===== src/rtl/alu_pkg.sv =====
// Shared op codes, FSM state encoding and op classification helpers for the
// bit-serial ALU.
package alu_pkg;

   localparam logic [2:0] OP_ADD  = 3'b000;
   localparam logic [2:0] OP_SUB  = 3'b001;
   localparam logic [2:0] OP_XOR  = 3'b010;
   localparam logic [2:0] OP_SLT  = 3'b011;
   localparam logic [2:0] OP_AND  = 3'b100;
   localparam logic [2:0] OP_NAND = 3'b101;
   localparam logic [2:0] OP_NOR  = 3'b110;
   localparam logic [2:0] OP_OR   = 3'b111;

   typedef enum logic [1:0] {
      S_IDLE = 2'd0,
      S_RUN  = 2'd1,
      S_DONE = 2'd2
   } state_e;

   function automatic logic op_is_arith(input logic [2:0] op);
      return (op == OP_ADD) || (op == OP_SUB) || (op == OP_SLT);
   endfunction

   // SUB and SLT run A + ~B + 1: B inverted in the slice, carry seeded with 1.
   function automatic logic op_is_sub(input logic [2:0] op);
      return (op == OP_SUB) || (op == OP_SLT);
   endfunction

endpackage


===== src/rtl/alu_serial_if.sv =====
// Request/response handshake bundle between the sequencer and the serial ALU.
interface alu_serial_if #(
   parameter int WIDTH = 32
);
   logic             in_valid;
   logic             in_ready;
   logic [2:0]       in_op;
   logic [WIDTH-1:0] in_a;
   logic [WIDTH-1:0] in_b;
   logic             out_valid;
   logic             out_ready;
   logic [WIDTH-1:0] out_result;
   logic             out_carry;
   logic             out_zero;
   logic             out_overflow;

   modport master (
      output in_valid, in_op, in_a, in_b, out_ready,
      input  in_ready, out_valid, out_result, out_carry, out_zero, out_overflow
   );

   modport slave (
      input  in_valid, in_op, in_a, in_b, out_ready,
      output in_ready, out_valid, out_result, out_carry, out_zero, out_overflow
   );
endinterface


===== src/rtl/alu_bit_slice.sv =====
// One-bit ALU slice: invert-B full adder plus bitwise logic ops, 8:1 select on op.
module alu_bit_slice
   import alu_pkg::*;
(
   input  logic       a,
   input  logic       b,
   input  logic       cin,
   input  logic [2:0] op,
   output logic       r,
   output logic       cout
);

   logic bx;
   logic sum;

   always_comb begin
      bx   = b ^ op_is_sub(op);
      sum  = a ^ bx ^ cin;
      cout = (a & bx) | (a & cin) | (bx & cin);
      case (op)
         OP_ADD, OP_SUB, OP_SLT: r = sum;
         OP_XOR:                 r = a ^ b;
         OP_AND:                 r = a & b;
         OP_NAND:                r = ~(a & b);
         OP_NOR:                 r = ~(a | b);
         default:                r = a | b;
      endcase
   end

endmodule


===== src/rtl/alu_serial.sv =====
// Bit-serial ALU: one result bit per clock, LSB first, through a single slice.
// Result and flags are registered and held in DONE until the response handshake.
module alu_serial
   import alu_pkg::*;
#(
   parameter int WIDTH = 32
)(
   input  logic         clk,
   input  logic         rst_n,
   alu_serial_if.slave  bus
);

   localparam int CW = $clog2(WIDTH);
   localparam logic [CW-1:0] CNT_LAST = CW'(WIDTH - 1);

   state_e           state_q, state_d;
   logic [WIDTH-1:0] a_q, a_d, b_q, b_d, res_q, res_d;
   logic [2:0]       op_q, op_d;
   logic [CW-1:0]    cnt_q, cnt_d;
   logic             carry_q, carry_d;
   logic             cflag_q, cflag_d, vflag_q, vflag_d, zflag_q, zflag_d;
   logic             slice_r, slice_cout, ovf;

   alu_bit_slice u_slice (
      .a    (a_q[0]),
      .b    (b_q[0]),
      .cin  (carry_q),
      .op   (op_q),
      .r    (slice_r),
      .cout (slice_cout)
   );

   always_comb begin
      state_d = state_q;
      a_d     = a_q;
      b_d     = b_q;
      op_d    = op_q;
      cnt_d   = cnt_q;
      carry_d = carry_q;
      res_d   = res_q;
      cflag_d = cflag_q;
      vflag_d = vflag_q;
      zflag_d = zflag_q;
      ovf     = carry_q ^ slice_cout;
      case (state_q)
         S_IDLE: begin
            if (bus.in_valid) begin
               a_d     = bus.in_a;
               b_d     = bus.in_b;
               op_d    = bus.in_op;
               cnt_d   = '0;
               carry_d = op_is_sub(bus.in_op);
               state_d = S_RUN;
            end
         end
         S_RUN: begin
            // Operands shift right so the slice always sees bit cnt at position 0.
            a_d     = {1'b0, a_q[WIDTH-1:1]};
            b_d     = {1'b0, b_q[WIDTH-1:1]};
            res_d   = {slice_r, res_q[WIDTH-1:1]};
            carry_d = slice_cout;
            if (cnt_q == CNT_LAST) begin
               if (op_q == OP_SLT) begin
                  res_d    = '0;
                  res_d[0] = slice_r ^ ovf;
               end
               cflag_d = op_is_arith(op_q) & slice_cout;
               vflag_d = op_is_arith(op_q) & ovf;
               zflag_d = (res_d == '0);
               state_d = S_DONE;
            end else begin
               cnt_d = cnt_q + 1'b1;
            end
         end
         S_DONE: begin
            if (bus.out_ready) state_d = S_IDLE;
         end
         default: state_d = S_IDLE;
      endcase
   end

   always_ff @(posedge clk or negedge rst_n) begin
      if (!rst_n) begin
         state_q <= S_IDLE;
         a_q     <= '0;
         b_q     <= '0;
         op_q    <= '0;
         cnt_q   <= '0;
         carry_q <= 1'b0;
         res_q   <= '0;
         cflag_q <= 1'b0;
         vflag_q <= 1'b0;
         zflag_q <= 1'b0;
      end else begin
         state_q <= state_d;
         a_q     <= a_d;
         b_q     <= b_d;
         op_q    <= op_d;
         cnt_q   <= cnt_d;
         carry_q <= carry_d;
         res_q   <= res_d;
         cflag_q <= cflag_d;
         vflag_q <= vflag_d;
         zflag_q <= zflag_d;
      end
   end

   assign bus.in_ready     = (state_q == S_IDLE);
   assign bus.out_valid    = (state_q == S_DONE);
   assign bus.out_result   = res_q;
   assign bus.out_carry    = cflag_q;
   assign bus.out_zero     = zflag_q;
   assign bus.out_overflow = vflag_q;

endmodule


===== src/flat_wrapper.sv =====
// flat-port wrapper written by rule: the top's interface ports become plain ports
module alu_serial_flat import alu_pkg::*;
#(
   parameter int WIDTH = 32
)
  (clk, rst_n, bus_in_valid, bus_in_op, bus_in_a, bus_in_b, bus_out_ready, bus_in_ready, bus_out_valid, bus_out_result, bus_out_carry, bus_out_zero, bus_out_overflow);
  alu_serial_if #(.WIDTH(WIDTH)) bus_i ();
  input  logic clk;
  input  logic rst_n;
  input wire logic [$bits(bus_i.in_valid)-1:0] bus_in_valid;
  input wire logic [$bits(bus_i.in_op)-1:0] bus_in_op;
  input wire logic [$bits(bus_i.in_a)-1:0] bus_in_a;
  input wire logic [$bits(bus_i.in_b)-1:0] bus_in_b;
  input wire logic [$bits(bus_i.out_ready)-1:0] bus_out_ready;
  output wire logic [$bits(bus_i.in_ready)-1:0] bus_in_ready;
  output wire logic [$bits(bus_i.out_valid)-1:0] bus_out_valid;
  output wire logic [$bits(bus_i.out_result)-1:0] bus_out_result;
  output wire logic [$bits(bus_i.out_carry)-1:0] bus_out_carry;
  output wire logic [$bits(bus_i.out_zero)-1:0] bus_out_zero;
  output wire logic [$bits(bus_i.out_overflow)-1:0] bus_out_overflow;
  assign bus_i.in_valid = bus_in_valid;
  assign bus_i.in_op = bus_in_op;
  assign bus_i.in_a = bus_in_a;
  assign bus_i.in_b = bus_in_b;
  assign bus_i.out_ready = bus_out_ready;
  assign bus_in_ready = bus_i.in_ready;
  assign bus_out_valid = bus_i.out_valid;
  assign bus_out_result = bus_i.out_result;
  assign bus_out_carry = bus_i.out_carry;
  assign bus_out_zero = bus_i.out_zero;
  assign bus_out_overflow = bus_i.out_overflow;
  alu_serial #(.WIDTH(WIDTH)) u_core (.clk(clk), .rst_n(rst_n), .bus(bus_i));
endmodule

===== config.mk =====
export PLATFORM = sky130hd
export DESIGN_NAME = alu_serial_flat
export DESIGN_NICKNAME = d
export VERILOG_FILES = /design/src/rtl/alu_pkg.sv /design/src/rtl/alu_serial_if.sv /design/src/rtl/alu_bit_slice.sv /design/src/rtl/alu_serial.sv /design/src/flat_wrapper.sv
export SDC_FILE = /design/constraint.sdc
export NUM_CORES = 1
export LEC_CHECK = 0
export BUFFER_PORTS_ARGS = -buffer_cell sky130_fd_sc_hd__buf_2
export CORE_ASPECT_RATIO = 1.75
export CORE_UTILIZATION = 54
export DETAILED_ROUTE_END_ITERATION = 16
export GPL_TIMING_DRIVEN = 0
export PLACE_DENSITY = 0.9
export SLEW_MARGIN = 20
export SYNTH_ARGS = -nofsm -noshare
export SYNTH_HDL_FRONTEND = slang
export SYNTH_SLANG_ARGS = --single-unit

===== constraint.sdc =====
create_clock -name clk -period 3.4 [get_ports clk]
set_clock_uncertainty 0.2 [all_clocks]
set_input_delay 0.68 -clock clk [delete_from_list [all_inputs] [get_ports clk]]
set_output_delay 0.68 -clock clk [all_outputs]
set_load 0.01 [all_outputs]

==> results.cfg, run 1 <==
[sta]
relSlewSlack_pct = 60.8
setup-tns-final_ns = 0
rsz0062_at_grt = no
final-hold-violation-count = 0
tightest_slew_ns = 0.585
clock.fmax_mhz = 370
slew_viol_final = 0
hold_slack_ns = 0.109
min_period_over_period_pct = 79.5
fin_crit_ns = 2.70
setup_violations = 0

[layout]
final_common_cell = nand2_1
seq_area_um2 = 2750
fillers = 703
fin_cells = 742
antenna_cells = 0
nets = 694
stdcell_area_um2 = 6020
layout_common_cells = 130 x nand2_1, 115 x buf_2, 110 x dfrtp_1
drive_gt1_share_pct = 22.5
syn_to_final_growth_pct = 20.5
multi_input_area_um2 = 2080

[critical_path]
worst_ep_arrival_time_ns = 2.73
path_buf_inv = 0
required_ns = 3.43
crit_type = reg2reg
slowest_delay_ns = 0.57
slowest_stage = fa_1
cp-end-kind = register
path_cells = nor2b_1, xnor2_1, fa_1, nor2b_1, a211oi_1, a211oi_2, xnor2_1, a221o_1
critPathTopFamily = compound AO/OA/AOI/OAI gates
critPathLaunchType = register
worstPathMaxFanout = 5

[place]
dp_hpwl_um = 8320
dp.cells = 727
dpl_cell_area_um2 = 5720
portBuffers = 107
finalWeightedCongestion = 0.825

[logic_synthesis]
synth.yosys.seq_area_share_pct = 55.1
yosysWarnings = 0
syn-num-nets = 575
yosysUniqueCellTypes = 35
ys_ff_latch = 110
synth_area_um2 = 5000
syn_inst = 499
avgSynthCellArea_um2 = 10.0

[detailed_routing]
drt-total-wl_um = 11300
vias_per_cell = 5.46
vias = 4051
drt_iter0_drc = 148
detail-route-antenna-nets = 0
wire_per_inst_um = 15.2
drc = 0
drtPass1Iterations = 6

[grt]
grt_antenna_before_repair = 0
grt_start_max_net_pins = 64
grt_pass1_wl_um = 18200
grt_pass1_vias = 4089
grt_usage_pct = 24.7
grt-ovfl-total = 0

[floorplan]
start_util_pct = 55.3
die_y_um = 129
row_count = 46
core_area_um2 = 9040
ios = 108
fp.dieW_um = 74.7
fp.dieArea_um2 = 9660

[power_and_ir_drop]
ir_worst_vdd_uv = 405
powerDensity_nw_per_um2 = 880
p_total_mw = 5.30
p_leak_nw = 3.20

[clock_network]
root_buffer = clkbuf_16
cts_tree = yes
cts_buffers = 9
postCtsSetupBuffers = 0
cts_hold_buf = 0
htree_num_levels = 3
max-clock-path-buffers = 2
cts_resized = 0
cts_sinks = 110
clk_pin_slew_ns = 0.07
clkLatencyLatePin_ns = 0.34

[outcome]
status = finished clean

[hold_path]
hp-class = in2async

[run]
max_cap_violations = 0
where the power goes:
| part | internal, mW | switching (mW) | total, mW |
|---|---|---|---|
| registers | 1.89 | 0.440 | 2.33 |
| clock network | 0.641 | 0.453 | 1.09 |
| logic | 0.854 | 1.03 | 1.88 |
state kept, by name, indices dropped and copies added (netlist names):
| name | cells |
|---|---|
| u_core.cnt_q | 5 |
| u_core.carry_q | 1 |
| u_core.b_q | 32 |
| u_core.state_q | 2 |
| u_core.a_q | 32 |
| u_core.bus.out_result | 32 |
| u_core.op_q | 3 |
| u_core.bus.out_carry | 1 |
| u_core.bus.out_zero | 1 |
| u_core.bus.out_overflow | 1 |
synth_stat cells (all sizes together):
master  number  area [um2]
nand2      130         488
dfrtp      110        2750
o21ai       65         325
mux2i       63         631
nand3       31         155
clkbuf      22        93.8
buf         10        52.6
nor2         7        26.3
nor4         7        43.8
inv          6        22.5
a22o         4        35.0
ha           4        50.1
a21oi        3        15.0
mux2         3        33.8
nand2b       3        18.8
nor2b        3        18.8
nor3b        3        27.5
o31ai        3        22.5
xnor2        3        26.3
xor2         3        26.3
a211oi       2        20.0
a21o         2        15.0
and3         2        12.5
nand4        2        12.5
nor3         2        10.0
a221o        1        10.0
a32o         1        10.0
and4         1        10.0
fa           1        20.0
o21bai       1        7.51
or4          1        7.51
metrics by stage:
stage | utilization (%) | setup slack, ns
5_1_grt | 66.7 | 0.531
3_3_place_gp | 62.9 | 0.286
3_5_place_dp | 63.3 | 0.735
2_1_floorplan | - | 0.953
4_1_cts | 66.7 | 0.724
6_report | 66.7 | 0.696
layer usage:
layer	routed length, um	GRT usage [%]	up-vias
met4	298	10.5	0
li1	-	-	1944
met5	0	0	-
met3	440	5.68	26
met2	6160	44.8	119
met1	4390	26.5	1962
cell type report:
class	count	share of cell area [%]
sequential	110	45.7
multi-input combinational	351	34.5
timing repair buffer	108	9.45
clock buffer	11	3.86
tap	120	2.49
buffer	32	2.43
clock inverter	4	1.20
inverter	6	0.374
cell families (layout without fill, tap and decap cells):
kind of cell	Yosys count	in the layout	share of synthesized area [%]
AO/OA/AOI/OAI	82	82	9.21
XOR/XNOR	6	6	1.05
adder cells (fa/ha/maj)	5	5	1.40
buffers and inverters	38	161	3.38
flip-flops	110	110	55.1
multiplexers	66	66	13.3
AND/OR/NAND/NOR	192	192	16.6
path summary, 6_finish.rpt:
path	from	end	slack (ns)	depth (start not counted)
min in group clk	u_core.a_q[2]	u_core.a_q[2]	0.28	2
hold reg to reg	u_core.a_q[2]	u_core.a_q[2]	0.28	2
setup reg to reg	u_core.op_q[0]	u_core.bus.out_zero	0.70	8
hold / removal	rst_n	u_core.b_q[11]	0.11	1
max in group asynchronous	rst_n	u_core.bus.out_result[19]	2.25	2
setup / recovery	u_core.op_q[0]	u_core.bus.out_zero	0.70	8
Note: power is estimated with default switching activity, not from simulation.
==> inputs of run 2 (changes only) <==
Clock period 3.4 ns to 2.8 ns, I/O delays scaled along.
==> results.cfg, run 2 (synthesis results as in run 1) <==
[detailed_routing]
detail-route-antenna-nets = 0
vias_per_cell = 5.46
met3_length_um = 477
routedLengthMet1_um = 4380
wire_per_inst_um = 15.2
drt_iter0_drc = 150
drc = 0
dr_wl_met2_um = 6130
drtPass1Iterations = 6
drt-total-wl_um = 11300
vias = 4055
highest_layer = met4

[critical_path]
critPathTopFamily = compound AO/OA/AOI/OAI gates
cp-end-kind = register
worstPathMaxFanout = 5
crit_type = reg2reg
slowest_delay_ns = 0.57
rr_worst_depth = 8
cp.depth = 8
critPathLaunchType = register
path_buf_inv = 0
slowest_stage = fa_1
path_cells = nor2b_2, xnor2_1, fa_1, nor2b_1, a211oi_1, a211oi_2, xnor2_1, a221o_1
cp_common_cell = xnor2_1
worst_ep_arrival_time_ns = 2.66
required_ns = 2.82

[place]
dp.cells = 727
portBuffers = 107
finalWeightedCongestion = 0.825
dpl_cell_area_um2 = 5720
dp_hpwl_um = 8320

[floorplan]
row_count = 46
start_util_pct = 55.3
fp.dieArea_um2 = 9660
core_area_um2 = 9040
ios = 108
die_y_um = 129
fp.dieW_um = 74.7

[layout]
fin_cells = 742
antenna_cells = 0
nets = 694
layout_common_cells = 130 x nand2_1, 115 x buf_2, 110 x dfrtp_1
stdcell_area_um2 = 6030
final_common_cell = nand2_1
drive_gt1_share_pct = 22.7
syn_to_final_growth_pct = 20.5

[sta]
slew_viol_final = 0
setup_violations = 0
relSlewSlack_pct = 60.6
tightest_slew_ns = 0.588
hold_slack_ns = -0.0110
min_period_over_period_pct = 94.0
rsz0062_at_grt = no
final-hold-violation-count = 4
clock.fmax_mhz = 380
fin_crit_ns = 2.63

[clock_network]
cts_tree = yes
cts_hold_buf = 0
clkLatencyLatePin_ns = 0.34
root_buffer = clkbuf_16
clk_pin_slew_ns = 0.07
cts_buffers = 9
cts_sinks = 110
htree_num_levels = 3
max-clock-path-buffers = 2

[grt]
grt-ovfl-total = 0
grt_usage_pct = 24.7
grt_start_max_net_pins = 64
grt_pass1_vias = 4089
grt_antenna_before_repair = 0
grt_pass1_wl_um = 18200

[power_and_ir_drop]
powerDensity_nw_per_um2 = 1070
p_leak_nw = 3.20
swShare_pct = 36.2
pwr-share-clk_pct = 20.6
p_sw_mw = 2.33
intPower_mw = 4.11
p_comb_share_pct = 35.5
seqPwrFrac_pct = 43.9
ir_worst_vdd_uv = 493

[run]
max_cap_violations = 0

[hold_path]
hp-class = in2async

[outcome]
failed_checks = hold timing
status = finished with violations
run 2: per-stage QoR:
stage          util, %  setup WS, ns  hold slack [ns]  power (mW)  setup TNS [ns]
6_report          66.7         0.167          -0.0110        6.44               0
5_1_grt           66.7        0.0127           0.0334        6.90               0
4_1_cts           66.7         0.124           0.0191        6.48               0
3_5_place_dp      63.3         0.135            0.271        5.14               0
3_3_place_gp      62.9        -0.194            0.262        4.93          -20.74
2_1_floorplan        -         0.353           0.0644        4.35               0
run 2: power by group through the flow:
stage | Combinational, mW | Clock [mW] | Sequential (mW)
floorplan | 1.56 | 0 | 2.79
global placement | 2.15 | 0 | 2.78
detailed placement | 2.30 | 0 | 2.84
CTS | 2.31 | 1.35 | 2.82
global route | 2.57 | 1.42 | 2.91
finish | 2.29 | 1.33 | 2.83
run 2: area by class of cell:
cell class | instances | area, um2
Multi-Input combinational cell | 351 | 2080
Sequential cell | 110 | 2750
Clock buffer | 11 | 233
Buffer | 32 | 146
Tap cell | 120 | 150
Fill cell | 701 | 3010
Clock inverter | 4 | 72.6
Inverter | 6 | 22.5
Timing Repair Buffer | 108 | 569
run 2: repair_timing:
action	4_1_cts	5_1_grt
buffers inserted	0	0
resized for setup	0	1
endpoints found under the setup margin	0	1
run 2: routing by layer:
layer / vias to the layer above / global-route usage (%)
met5: - / 0
met4: 0 / 10.5
met3: 27 / 5.68
met2: 126 / 44.8
met1: 1957 / 26.5
li1: 1945 / -
run 2: worst paths after layout:
check | start | to | slack [ns]
setup / recovery | u_core.op_q[0] | u_core.bus.out_zero | 0.17
hold / removal | rst_n | u_core.b_q[11] | -0.01
setup reg to reg | u_core.op_q[0] | u_core.bus.out_zero | 0.17
hold reg to reg | u_core.a_q[2] | u_core.a_q[2] | 0.28
max in group asynchronous | rst_n | u_core.bus.out_result[19] | 1.77
min in group clk | bus_out_ready | u_core.state_q[1] | 0.21
==> inputs of run 3 (changes only) <==
--- a/config.mk
+++ b/config.mk
@@ -9,6 +9,8 @@
 export CORE_ASPECT_RATIO = 1.75
 export CORE_UTILIZATION = 54
+export CTS_BUF_LIST = sky130_fd_sc_hd__clkbuf_4 sky130_fd_sc_hd__clkbuf_8 sky130_fd_sc_hd__clkbuf_16
 export DETAILED_ROUTE_END_ITERATION = 16
 export GPL_TIMING_DRIVEN = 0
+export HOLD_SLACK_MARGIN = 0.1
 export PLACE_DENSITY = 0.9
 export SLEW_MARGIN = 20
==> constraint.sdc (replaced) <==
create_clock -name clk -period 2.8 [get_ports clk]
set_clock_uncertainty 0.2 [all_clocks]
set_input_delay 0.56 -clock clk [delete_from_list [all_inputs] [get_ports clk]]
set_output_delay 0.56 -clock clk [all_outputs]
set_load 0.1 [all_outputs]
==> results.cfg, run 3 (synthesis results as in run 1) <==
[outcome]
status = finished clean

[sta]
relSlewSlack_pct = 60.6
rsz0062_at_grt = no
hold_slack_ns = 0.213
clock.fmax_mhz = 380
slew_viol_final = 0
tightest_slew_ns = 0.588
fin_crit_ns = 2.63
fin_ws_ns = 0.167
setup_violations = 0
final-hold-violation-count = 0
setup-tns-final_ns = 0
min_period_over_period_pct = 94.0

[power_and_ir_drop]
p_total_mw = 7.80
powerDensity_nw_per_um2 = 1290
pwr-share-clk_pct = 17.3
seqPwrFrac_pct = 36.2
p_leak_nw = 3.22
ir_worst_vdd_uv = 922
swShare_pct = 47.0
p_sw_mw = 3.67
intPower_mw = 4.13
p_comb_share_pct = 46.5

[floorplan]
start_util_pct = 55.3
ios = 108
core_area_um2 = 9040
fp.dieArea_um2 = 9660
row_count = 46
die_y_um = 129
fp.dieW_um = 74.7

[layout]
seq_area_um2 = 2750
drive_gt1_share_pct = 23.0
fin_cells = 743
nets = 695
final_common_cell = nand2_1
syn_to_final_growth_pct = 20.9
final_util_pct = 66.9
antenna_cells = 0
stdcell_area_um2 = 6040
layout_common_cells = 130 x nand2_1, 115 x buf_2, 110 x dfrtp_1
fillers = 702
multi_input_area_um2 = 2080

[place]
dpl_cell_area_um2 = 5720
dp_hpwl_um = 8320
dp.cells = 727
finalWeightedCongestion = 0.825
portBuffers = 107
dp_worst_setup_slack_ns = 0.135

[run]
max_cap_violations = 0

[detailed_routing]
drtPass1Iterations = 6
wire_per_inst_um = 15.2
drt_iter0_drc = 183
drt-total-wl_um = 11300
vias = 4040
detail-route-antenna-nets = 0
drc = 0
vias_per_cell = 5.44

[clock_network]
clk_pin_slew_ns = 0.07
htree_num_levels = 3
root_buffer = clkbuf_16
cts_sinks = 110
cts_tree = yes
max-clock-path-buffers = 2
postCtsSetupBuffers = 0
cts_buffers = 9
clkLatencyLatePin_ns = 0.34

[critical_path]
critPathLaunchType = register
worstPathMaxFanout = 5
required_ns = 2.83
crit_type = reg2reg
cp-end-kind = register
worst_ep_arrival_time_ns = 2.66

[grt]
grt_start_max_net_pins = 64
grt_pass1_vias = 4084
grt_antenna_before_repair = 0
grt_usage_pct = 24.7
grt-ovfl-total = 0
grt_pass1_wl_um = 18200

[hold_path]
hp-class = in2reg
run 3: power groups by stage:
stage	clock, mW	combinational (mW)	sequential [mW]
floorplan	0	1.60	4.06
detailed placement	0	3.64	2.84
global route	1.44	3.92	2.91
CTS	1.37	3.65	2.81
finish	1.35	3.63	2.83
global placement	0	3.49	2.78
run 3: path summary, 6_finish.rpt:
path / from / slack, ns / endpoint / cells after the start
worst max-delay path: u_core.op_q[0] / 0.17 / u_core.bus.out_zero / 8
worst min-delay path: bus_out_ready / 0.21 / u_core.state_q[1] / 2
worst max register to register: u_core.op_q[0] / 0.17 / u_core.bus.out_zero / 8
worst min register to register: u_core.a_q[2] / 0.28 / u_core.a_q[2] / 2
max in group asynchronous: rst_n / 1.19 / u_core.bus.out_result[19] / 3
min in group asynchronous: rst_n / 0.56 / u_core.b_q[10] / 2
run 3: layout make-up:
cell class	count	share of cell area, %
clock inverters	4	1.20
plain buffers	32	2.42
clock buffers	11	3.97
inverters	6	0.373
multi-input cells	351	34.4
repair buffers	109	9.58
flip-flops and latches	110	45.5
well taps	120	2.48
run 3: worst max-delay path, stage by stage, from the launching register on:
cell,delay [ns]
dfrtp_1,0.45
nor2b_2,0.21
xnor2_1,0.16
fa_1,0.57
nor2b_1,0.13
a211oi_1,0.06
a211oi_2,0.30
xnor2_1,0.14
a221o_1,0.30
run 3: repair_timing:
action                                 4_1_cts  5_1_grt
endpoints found under the hold margin       62        0
setup endpoints to repair                    0        1
resized for setup                            0        1
hold buffers                                 1        0
run 3: per-layer routing:
metal  global-route usage, %  wire [um]  vias up
met3                    5.68        456       29
met4                    10.5        303        0
met2                    44.8       6100      108
met5                       0          0        -
li1                        -          -     1947
met1                    26.5       4420     1956
